**config.mk**
```make
export PLATFORM = sky130hd
export DESIGN_NAME = regfile_arbiter
export DESIGN_NICKNAME = d
export VERILOG_FILES = /design/src/rtl/regfile_pkg.sv /design/src/rtl/starve_counter.sv /design/src/rtl/regfile_arbiter.sv
export SDC_FILE = /design/constraint.sdc
export NUM_CORES = 1
export LEC_CHECK = 0
export ABC_AREA = 1
export CAP_MARGIN = 20
export CORE_MARGIN = 2
export CORE_UTILIZATION = 38
export CTS_BUF_LIST = sky130_fd_sc_hd__clkbuf_8
export CTS_CLUSTER_DIAMETER = 30
export DETAILED_ROUTE_END_ITERATION = 8
export GPL_TIMING_DRIVEN = 1
export PLACE_DENSITY = 0.87
export SETUP_SLACK_MARGIN = 0.4
export SLEW_MARGIN = 0
export SYNTH_ARGS = -nofsm -noshare
export SYNTH_HDL_FRONTEND = slang
export SYNTH_SLANG_ARGS = --single-unit
```
**constraint.sdc**
```tcl
create_clock -name clk -period 2.6 [get_ports clk]
set_input_delay 0.78 -clock clk [delete_from_list [all_inputs] [get_ports clk]]
set_output_delay 0.78 -clock clk [all_outputs]
set_load 0.01 [all_outputs]
```
**src/rtl/regfile_pkg.sv**
```systemverilog
// Shared widths and state encoding for the regfile arbiter.
package regfile_pkg;

  localparam int REG_W    = 8;
  localparam int RADDR_W  = 2;
  localparam int NUM_REGS = 4;

  typedef enum logic [1:0] {
    INIT = 2'd0,
    IDLE = 2'd1,
    RESP = 2'd2
  } arb_state_t;

endpackage

```
**src/rtl/starve_counter.sv**
```systemverilog
// Saturating count of consecutive cycles the debug port was refused.
module starve_counter #(
  parameter int LIMIT = 8
) (
  input  logic clk,
  input  logic async_rst_n,
  input  logic clr,
  input  logic inc,
  output logic at_limit
);

  localparam int W = $clog2(LIMIT + 1);

  logic [W-1:0] cnt;

  // Clear wins over increment; the count holds once it reaches LIMIT.
  always_ff @(posedge clk or negedge async_rst_n) begin
    if (!async_rst_n) begin
      cnt <= '0;
    end else if (clr) begin
      cnt <= '0;
    end else if (inc && (cnt != W'(LIMIT))) begin
      cnt <= cnt + W'(1);
    end
  end

  assign at_limit = (cnt == W'(LIMIT));

endmodule

```
**src/rtl/regfile_arbiter.sv**
```systemverilog
// Shares the 4x8 regfile ports between the core (priority) and a debug
// valid/ready port, and holds the regfile in sync reset for one cycle
// after async reset.
//
// state | meaning
// INIT  | one cycle after reset: regfile sync reset, core stalled
// IDLE  | core passes through; debug granted on a free port (or forced)
// RESP  | debug response held until consumed; core passes through
module regfile_arbiter
  import regfile_pkg::*;
#(
  parameter int STARVE_LIMIT = 8
) (
  input  logic               clk,
  input  logic               async_rst_n,
  input  logic               core_rd_en_A,
  input  logic               core_rd_en_B,
  input  logic [RADDR_W-1:0] core_addr_A,
  input  logic [RADDR_W-1:0] core_addr_B,
  input  logic               core_wr_en,
  input  logic [RADDR_W-1:0] core_wr_addr,
  input  logic [REG_W-1:0]   core_wr_data,
  output logic               core_stall,
  input  logic               dbg_req_valid,
  output logic               dbg_req_ready,
  input  logic               dbg_req_write,
  input  logic [RADDR_W-1:0] dbg_req_addr,
  input  logic [REG_W-1:0]   dbg_req_wdata,
  output logic               dbg_rsp_valid,
  input  logic               dbg_rsp_ready,
  output logic [REG_W-1:0]   dbg_rsp_data,
  output logic               rf_sync_rst,
  output logic               rf_read_en_A,
  output logic               rf_read_en_B,
  output logic               rf_write_en,
  output logic [RADDR_W-1:0] rf_addr_read_A,
  output logic [RADDR_W-1:0] rf_addr_read_B,
  output logic [RADDR_W-1:0] rf_addr_write,
  output logic [REG_W-1:0]   rf_data_in,
  input  logic [REG_W-1:0]   rf_data_out_A,
  input  logic [REG_W-1:0]   rf_data_out_B
);

  arb_state_t state;
  logic       forced;
  logic       grant_a;
  logic       grant_b;
  logic       grant_w;
  logic       cnt_clr;
  logic       cnt_inc;

  // A refused debug request counts toward the forced core stall.
  assign cnt_inc = (state == IDLE) && dbg_req_valid && !dbg_req_ready;
  assign cnt_clr = !cnt_inc;

  starve_counter #(
    .LIMIT(STARVE_LIMIT)
  ) u_starve_counter (
    .clk        (clk),
    .async_rst_n(async_rst_n),
    .clr        (cnt_clr),
    .inc        (cnt_inc),
    .at_limit   (forced)
  );

  // Port steering: core by default, debug takes whichever port the core left free.
  always_comb begin
    rf_sync_rst    = 1'b0;
    core_stall     = 1'b0;
    grant_a        = 1'b0;
    grant_b        = 1'b0;
    grant_w        = 1'b0;
    rf_read_en_A   = core_rd_en_A;
    rf_read_en_B   = core_rd_en_B;
    rf_write_en    = core_wr_en;
    rf_addr_read_A = core_addr_A;
    rf_addr_read_B = core_addr_B;
    rf_addr_write  = core_wr_addr;
    rf_data_in     = core_wr_data;

    case (state)
      INIT: begin
        rf_sync_rst  = 1'b1;
        core_stall   = 1'b1;
        rf_read_en_A = 1'b0;
        rf_read_en_B = 1'b0;
        rf_write_en  = 1'b0;
      end
      IDLE: begin
        if (forced) begin
          core_stall   = 1'b1;
          rf_read_en_A = 1'b0;
          rf_read_en_B = 1'b0;
          rf_write_en  = 1'b0;
          if (dbg_req_valid) begin
            grant_w = dbg_req_write;
            grant_b = !dbg_req_write;
          end
        end else if (dbg_req_valid) begin
          if (dbg_req_write) begin
            grant_w = !core_wr_en;
          end else if (!core_rd_en_B) begin
            grant_b = 1'b1;
          end else if (!core_rd_en_A) begin
            grant_a = 1'b1;
          end
        end
      end
      default: ;
    endcase

    if (grant_a) begin
      rf_read_en_A   = 1'b1;
      rf_addr_read_A = dbg_req_addr;
    end
    if (grant_b) begin
      rf_read_en_B   = 1'b1;
      rf_addr_read_B = dbg_req_addr;
    end
    if (grant_w) begin
      rf_write_en   = 1'b1;
      rf_addr_write = dbg_req_addr;
      rf_data_in    = dbg_req_wdata;
    end
  end

  assign dbg_req_ready = grant_a | grant_b | grant_w;

  // Sequencer: INIT -> IDLE, capture response on grant, release it on handshake.
  always_ff @(posedge clk or negedge async_rst_n) begin
    if (!async_rst_n) begin
      state         <= INIT;
      dbg_rsp_valid <= 1'b0;
      dbg_rsp_data  <= '0;
    end else begin
      case (state)
        INIT: state <= IDLE;
        IDLE: begin
          if (dbg_req_ready) begin
            dbg_rsp_valid <= 1'b1;
            if (grant_w)      dbg_rsp_data <= '0;
            else if (grant_a) dbg_rsp_data <= rf_data_out_A;
            else              dbg_rsp_data <= rf_data_out_B;
            state <= RESP;
          end
        end
        RESP: begin
          if (dbg_rsp_ready) begin
            dbg_rsp_valid <= 1'b0;
            state         <= IDLE;
          end
        end
        default: state <= INIT;
      endcase
    end
  end

endmodule
```
==> results.json, run 1 <==
{
  "fin_nets": 311,
  "fp-row-count": 19,
  "final_util_pct": 81.24,
  "cts_tree": "yes",
  "synth_top_area_share_pct": 34.88,
  "synthArstFlopShare_pct": 100.0,
  "diodes": 0,
  "hp-class": "reg -> reg",
  "p_leak_uw": 0.001128,
  "synth.area.mux_share_pct": 0,
  "grt_overflow": 0,
  "drt-pass1-iter-count": 4,
  "status": "finished, final reports clean",
  "yosysTopAreaCell": "dfrtp_1",
  "antenna_left": 0,
  "clk_pin_slew_ps": 60,
  "fillerInstances": 176,
  "ys_ff_latch": 15,
  "syn-num-nets": 205,
  "syn_to_final_growth_pct": 106.4,
  "start_util_pct": 39.36,
  "hold_buffers": 0,
  "critical_path_class": "reg -> out",
  "irDropWorstVdd_mv": 0.6034,
  "endpoint_kind": "output pin",
  "die_w_um": 57.22,
  "clock_path_buffers": 2,
  "crit_required_ps": 1820,
  "fin_area_sq_um": 2221,
  "track_usage_pct": 25.86,
  "antenna_found_initial": 0,
  "synth_top_flop_cell": "dfrtp_1",
  "die-area_sq_um": 3274,
  "drc": 0,
  "synth_xor_area_share_pct": 1.628,
  "power_uw": 1391,
  "yosysSeqAreaShare_pct": 34.88,
  "reg2reg_depth": 10,
  "worst_clock_skew_ps": 6.249,
  "die_y_um": 57.22,
  "synth_top_family_by_area": "simple AND/OR/NAND/NOR gates",
  "synth_edf_count": 0,
  "rsz0062_at_grt": "true",
  "wire_per_inst_um": 14.67,
  "synth_simple_gate_area_share_pct": 48.02,
  "synthCells": 155,
  "core_area_sq_um": 2734,
  "gp_congestion": 0.7454,
  "critPathLaunchType": "register",
  "grt_pass1_wl_um": 6679,
  "clkLatencyLatePin_ps": 250,
  "timing.fmax_mhz": 421.0,
  "drt_iter0_drc": 48,
  "tns_ps": 0,
  "drv_cap": 0,
  "clock_tree.root_cell": "clkbuf_8",
  "cp_max_fo": 7,
  "final_hold_viol_count": 0,
  "finalSetupViolCount": 0,
  "arrival_ps": 1600,
  "clock-sinks": 15,
  "synth_fa_ha_area_share_pct": 2.326,
  "synth_compound_area_share_pct": 5.581,
  "hold_depth": 2,
  "grt_start_max_net_pins": 16,
  "final_common_cell": "nand2_1",
  "vias": 1468,
  "slew_viol_final": 0,
  "period_share_pct": 91.37,
  "postPlaceCellArea_sq_um": 2014,
  "worst_slew_pin_slew_ps": 696.0,
  "slew-limit-headroom_pct": 53.46,
  "grt_pass1_vias": 1494,
  "ys_top_cells_by_area": "dfrtp_1 (35%), nand2_1 (24%), nand3_1 (9.3%)",
  "ios": 77,
  "min_period_ps": 2376,
  "avgSynthCellArea_sq_um": 6.942,
  "htree_levels": 1,
  "synth_cell_types": 20,
  "drive_above_1_share_pct": 38.85,
  "viasPerCell": 5.045,
  "power_density_nw_per_um2": 626.2,
  "io_buffers": 76,
  "ys_warn_count": 0,
  "syn_area_sq_um": 1076,
  "totalWireLength_um": 4269,
  "numCtsBuffers": 3,
  "post-dp-hpwl_um": 2797,
  "final_cell_mix": "nand2_1 (55), clkdlybuf4s50_1 (50), buf_4 (23), nand3_1 (18), buf_2 (17)"
}
## synth_stat cells (2+ instances only)
cell     count
nand2_1     69
nor2_4       2
nor2_1       6
nand3_1     20
buf_2        2
nand3_4      3
inv_1       12
nand2_4      2
o21ai_0      7
inv_2        4
o21ai_1      4
ha_1         2
dfrtp_1     15
## per-layer routing
metal	vias to the layer above	global-route usage, %	routed length (um)
li1	699	-	-
met1	691	32.14	1687
met2	69	45.65	2242
met3	9	4.082	273
met4	0	8.638	65
met5	-	0	0
## worst paths after layout
check	from	to	slack (ps)
max	u_starve_counter.cnt[0]	rf_addr_write[1]	220
min	dbg_rsp_data[1]	dbg_rsp_data[1]	490
max reg2reg	u_starve_counter.cnt[0]	dbg_rsp_valid	760
min reg2reg	dbg_rsp_data[1]	dbg_rsp_data[1]	490
max in group asynchronous	async_rst_n	state[0]	1160
min in group asynchronous	async_rst_n	dbg_rsp_data[0]	950
## through the flow
step	cells	setup WS, ps	hold WS (ps)
floorplan	155	374.6	450.3
global placement	273	-626.4	462.4
detailed placement	273	-683.4	468.1
CTS	288	231.9	488.3
global route	291	145.4	504.1
finish	291	224.4	486.4
## cell families (layout without fill, tap and decap cells)
| group | count (synthesis) | in the layout |
|---|---|---|
| XOR/XNOR | 2 | 2 |
| adder cells (fa/ha/maj) | 2 | 2 |
| AO/OA/AOI/OAI | 12 | 12 |
| buffers and inverters | 19 | 124 |
| AND/OR/NAND/NOR | 105 | 105 |
| flip-flops | 15 | 15 |
## registers in the layout, summed over array words and instances (netlist names)
register and cells:
dbg_rsp_data 8, dbg_rsp_valid 1, state 2, u_starve_counter.cnt 4
## critical path: stages, from the launching register on
cell and delay (ps):
dfrtp_1 400, inv_2 80, ha_4 150, nand3_4 100
nand2_4 90, nand3_4 110, buf_8 170, o21ai_2 110
buf_2 140
## power by group
group          total [uW]  switching (uW)  internal [uW]
logic                 822             383            439
clock network         182            77.2            104
registers             387            68.3            319
## what timing repair did
action,4_1_cts,5_1_grt
gates resized for setup,131,14
buffers inserted,11,3
pin swaps,21,7
endpoints found under the setup margin,19,20
## final cells by class
type | count | area [sq um] | share of cell area [%]
Multi-Input combinational cell | 121 | 769.5 | 34.65
Clock buffer | 3 | 41.29 | 1.859
Tap cell | 31 | 38.79 | 1.746
Timing Repair Buffer | 104 | 923.4 | 41.58
Clock inverter | 1 | 3.754 | 0.1690
Sequential cell | 15 | 376.6 | 16.96
Inverter | 16 | 67.56 | 3.042
(Power assumes the default switching activity.)
==> run 2: changes to the inputs <==
--- a/config.mk
+++ b/config.mk
@@ -17,2 +17,3 @@
 export SETUP_SLACK_MARGIN = 0.4
+export SKIP_CTS_REPAIR_TIMING = 1
 export SLEW_MARGIN = 0
--- a/constraint.sdc
+++ b/constraint.sdc
@@ -3,2 +3,2 @@
 set_output_delay 0.78 -clock clk [all_outputs]
-set_load 0.01 [all_outputs]
+set_load 0.05 [all_outputs]
==> results.json, run 2 (same netlist as run 1, synthesis figures left out) <==
{
  "rr_endpoint": "dbg_rsp_valid",
  "fin_nets": 305,
  "start_util_pct": 39.36,
  "core_area_sq_um": 2734,
  "syn_to_final_growth_pct": 142.6,
  "drive_above_1_share_pct": 40.94,
  "wire_per_inst_um": 22.87,
  "numCtsBuffers": 3,
  "antenna_left": 0,
  "clkLatencyLatePin_ps": 250,
  "min_period_ps": 2546,
  "endpoint_kind": "output pin",
  "cp_max_fo": 5,
  "whs_endpoint": "dbg_rsp_data[2]",
  "post-dp-hpwl_um": 3366,
  "largest_register_ffs": 8,
  "viasPerCell": 5.709,
  "cts_tree": "yes",
  "diodes": 0,
  "worst_slew_pin_slew_ps": 654.3,
  "htree_levels": 1,
  "clock_path_buffers": 2,
  "slew_viol_final": 0,
  "slew-limit-headroom_pct": 56.25,
  "grt_start_max_net_pins": 16,
  "drt_iter0_drc": 102,
  "reg2reg_depth": 10,
  "status": "finished, final reports clean",
  "final_cell_mix": "nand2_1 (45), clkdlybuf4s50_1 (45), buf_12 (21), nand3_1 (18), buf_4 (17)",
  "worst-r2r-setup-slack_ps": 560,
  "gp_congestion": 0.7991,
  "grt_pass1_vias": 1461,
  "die-area_sq_um": 3274,
  "io_buffers": 76,
  "top_regs": "dbg_rsp_data x8, u_starve_counter.cnt x4, state x2",
  "worst_clock_skew_ps": 2.056,
  "rsz0062_at_grt": "true",
  "tns_ps": 0,
  "placed_cells": 271,
  "critical-path-max-stage-delay_ps": 450,
  "hp-class": "reg -> reg",
  "clock_tree.root_cell": "clkbuf_8",
  "critical_path_class": "reg -> out",
  "ios": 77,
  "power_density_nw_per_um2": 776.2,
  "totalWireLength_um": 6517,
  "holdCritStartpoint": "dbg_rsp_data[2]",
  "timing.rr.start": "u_starve_counter.cnt[0]",
  "postPlaceCellArea_sq_um": 2327,
  "vias": 1627,
  "critPathLaunchType": "register",
  "cp_cell_sequence": "inv_2 -> ha_4 -> nand3_4 -> nand2_4 -> nand3_4 -> buf_12 -> o21ai_4 -> buf_12",
  "fin_area_sq_um": 2610,
  "top_register": "dbg_rsp_data",
  "clk_pin_slew_ps": 60,
  "instances_no_fill": 285,
  "crit_required_ps": 1820,
  "arrival_ps": 1770,
  "period_share_pct": 97.91,
  "timing.fmax_mhz": 392.8,
  "track_usage_pct": 26.15,
  "finalSetupViolCount": 0,
  "final_util_pct": 95.47,
  "p_leak_uw": 0.001323,
  "drt-pass1-iter-count": 4,
  "clock-sinks": 15,
  "grt_pass1_wl_um": 6658,
  "fp-row-count": 19,
  "antenna_found_initial": 0,
  "final_hold_viol_count": 0,
  "drv_cap": 0,
  "hold_depth": 2,
  "die_w_um": 57.22,
  "die_y_um": 57.22,
  "cpMaxStageDelayCell": "dfrtp_1",
  "grt_overflow": 0,
  "drc": 0,
  "irDropWorstVdd_mv": 0.8879
}
run 2: cell type report:
cell class                 count  area, sq um
clock inverter                 1        3.754
multi-input combinational    121        890.9
timing repair buffer          98         1191
tap                           31        38.79
sequential                    15        376.6
fill                          63        123.9
inverter                      16        67.56
clock buffer                   3        41.29
run 2: report_power, final:
group	leakage (uW)	switching [uW]	internal (uW)
logic	0.00110	852	584
registers	0.000192	84.2	319
clock network	0.0000269	82.6	105
run 2: worst max-delay path, delay by kind of cell (launching register included):
family,cells,cell delay (ps)
compound gates,1,160
fa+ha+maj,1,140
buf+inv,3,430
flops,1,450
simple gates,3,310
run 2: worst max path at each step:
stage                             from           endpoint  slack (ps)  cells after the start
6_report       u_starve_counter.cnt[0]   rf_addr_write[1]          50                      8
5_1_grt        u_starve_counter.cnt[0]   rf_addr_write[0]          -9                      8
4_1_cts                  dbg_req_valid      rf_data_in[2]        -330                      8
3_5_place_dp             dbg_req_valid      rf_data_in[2]        -330                      8
3_3_place_gp             dbg_req_valid      rf_data_in[2]        -280                      8
2_1_floorplan            dbg_req_valid  rf_addr_read_A[0]         180                      5
run 2: stage by stage:
stage | worst slack (ps) | power, uW | hold slack [ps]
finish | 54.30 | 2026 | 485.4
global route | -8.664 | 2078 | 503.9
CTS | -328.9 | 1861 | 482.0
detailed placement | -331.4 | 1674 | 464.7
global placement | -280.6 | 1644 | 461.7
floorplan | 184.1 | 1104 | 450.7
run 2: routing by layer:
layer,track usage (%),part of all wire (%),wire length [um]
met1,29.70,35,2275
met2,46.80,51,3350
met3,4.762,8.2,532
met4,12.96,5.5,359
met5,0,0,0
==> run 3: changes to the inputs <==
Settings changed: CORE_ASPECT_RATIO set to 0.8, TNS_END_PERCENT set to 10.
==> results.json, run 3 (same netlist as run 1, synthesis figures left out) <==
{
  "hp-class": "reg -> reg",
  "die_y_um": 51.60,
  "drc": 0,
  "worst_clock_skew_ps": 1.058,
  "worst_slew_pin_slew_ps": 651.7,
  "viasPerCell": 5.268,
  "power_density_nw_per_um2": 787.3,
  "drive_above_1_share_pct": 37.15,
  "ios": 77,
  "postPlaceCellArea_sq_um": 2291,
  "pwr-share-seq_pct": 20.4,
  "intPower_uw": 982.4,
  "io_buffers": 76,
  "antenna_found_initial": 0,
  "final_cell_mix": "nand2_1 (53), clkdlybuf4s50_1 (51), buf_12 (20), nand3_1 (18), buf_4 (17)",
  "rsz0062_at_grt": "true",
  "clock_path_buffers": 2,
  "slew-limit-headroom_pct": 56.42,
  "core_area_sq_um": 2723,
  "drt-pass1-iter-count": 5,
  "endpoint_kind": "output pin",
  "instances_no_fill": 291,
  "cp_max_fo": 5,
  "placed_cells": 282,
  "swShare_pct": 49.84,
  "p_sw_uw": 976.1,
  "final_common_cell": "nand2_1",
  "vias": 1533,
  "fp-row-count": 17,
  "numCtsBuffers": 3,
  "antenna_left": 0,
  "clk_pin_slew_ps": 60,
  "critical-path-max-stage-delay_ps": 440,
  "track_usage_pct": 25.77,
  "layout_setup_ws_ps": 60.57,
  "critical_path_class": "reg -> out",
  "top_regs": "dbg_rsp_data x8, u_starve_counter.cnt x4, state x2",
  "drt_iter0_drc": 85,
  "largest_register_ffs": 8,
  "clock_power_share_pct": 9.7,
  "irDropWorstVdd_mv": 0.7434,
  "cp_cell_sequence": "inv_2 -> ha_4 -> nand3_4 -> nand2_4 -> nand3_4 -> buf_4 -> nand2_1 -> nand2_2 -> buf_12",
  "clock_tree.root_cell": "clkbuf_8",
  "min_period_ps": 2539,
  "die-area_sq_um": 3276,
  "status": "finished, final reports clean",
  "final_util_pct": 91.36,
  "crit_required_ps": 1820,
  "grt_overflow": 0,
  "syn_to_final_growth_pct": 131.2,
  "hold_depth": 2,
  "diodes": 0,
  "grt_pass1_vias": 1403,
  "timing.fmax_mhz": 393.8,
  "clkLatencyLatePin_ps": 250,
  "pre_cts_ws_ps": -298.8,
  "p_leak_uw": 0.001221,
  "critPathLaunchType": "register",
  "fin_area_sq_um": 2487,
  "clock-sinks": 15,
  "die_w_um": 63.50,
  "cts_tree": "yes",
  "totalWireLength_um": 5607,
  "post-dp-hpwl_um": 3289,
  "slew_viol_final": 0,
  "period_share_pct": 97.67,
  "holdWs_ps": 492.4,
  "fin_nets": 304,
  "drv_cap": 0,
  "reg2reg_depth": 10,
  "fillerInstances": 105,
  "start_util_pct": 39.52,
  "combinationalPowerShare_pct": 69.8,
  "finalSetupViolCount": 0,
  "grt_start_max_net_pins": 16,
  "cpMaxStageDelayCell": "dfrtp_1",
  "top_register": "dbg_rsp_data",
  "grt_pass1_wl_um": 6534,
  "cpMostUsedCell": "nand3_4",
  "gp_congestion": 0.7456,
  "htree_levels": 1,
  "final_hold_viol_count": 0,
  "wire_per_inst_um": 19.27,
  "arrival_ps": 1760
}
## run 3: changes by cell type in the layout (fill, tap and decap cells not counted), moves of 2 or more
cell,delta
clkdlybuf4s50_1,+6
nand2_4,-10
buf_6,+2
nand2_2,+2
nand2_1,+8
dlymetal6s2s_1,-6
## run 3: per-stage QoR
stage,TNS (ps),power (uW)
floorplan,0,1083
global placement,-4000,1629
detailed placement,-4705,1658
CTS,-4773,1850
global route,0,2020
finish,0,1958
## run 3: final timing paths
check	startpoint	end	slack [ps]
max	u_starve_counter.cnt[0]	rf_data_in[5]	60
min	dbg_rsp_data[6]	dbg_rsp_data[6]	490
max reg2reg	u_starve_counter.cnt[0]	dbg_rsp_valid	660
min reg2reg	dbg_rsp_data[6]	dbg_rsp_data[6]	490
max in group asynchronous	async_rst_n	dbg_rsp_data[1]	1250
min in group asynchronous	async_rst_n	dbg_rsp_data[0]	930
## run 3: power groups by stage
stage | clock [uW] | sequential, uW | combinational (uW)
2_1_floorplan | 0 | 606 | 477
3_3_place_gp | 0 | 387 | 1240
3_5_place_dp | 0 | 389 | 1270
4_1_cts | 184 | 386 | 1280
5_1_grt | 201 | 405 | 1410
6_report | 191 | 400 | 1370
## run 3: worst max-delay path: cells and delay by family, from the launching register on
family / cells / cell delay, ps
buffers and inverters: 3 / 420
flip-flops: 1 / 440
adder cells (fa/ha/maj): 1 / 140
AND/OR/NAND/NOR: 5 / 510
## run 3: final cells by class
cell class | instances | area (sq um) | share of cell area [%]
tap | 38 | 47.55 | 1.911
timing repair buffer | 97 | 1139 | 45.77
multi-input combinational | 121 | 813.3 | 32.70
sequential | 15 | 375.4 | 15.09
clock inverter | 1 | 3.754 | 0.1509
inverter | 16 | 67.56 | 2.716
clock buffer | 3 | 41.29 | 1.660
## run 3: per-layer routing
| layer | vias to the layer above | part of all wire (%) | track usage (%) |
|---|---|---|---|
| met2 | 103 | 54 | 46.32 |
| li1 | 683 | - | - |
| met1 | 720 | 35 | 30.85 |
| met4 | 0 | 6.0 | 11.96 |
| met3 | 27 | 5.8 | 3.680 |
| met5 | - | 0 | 0 |
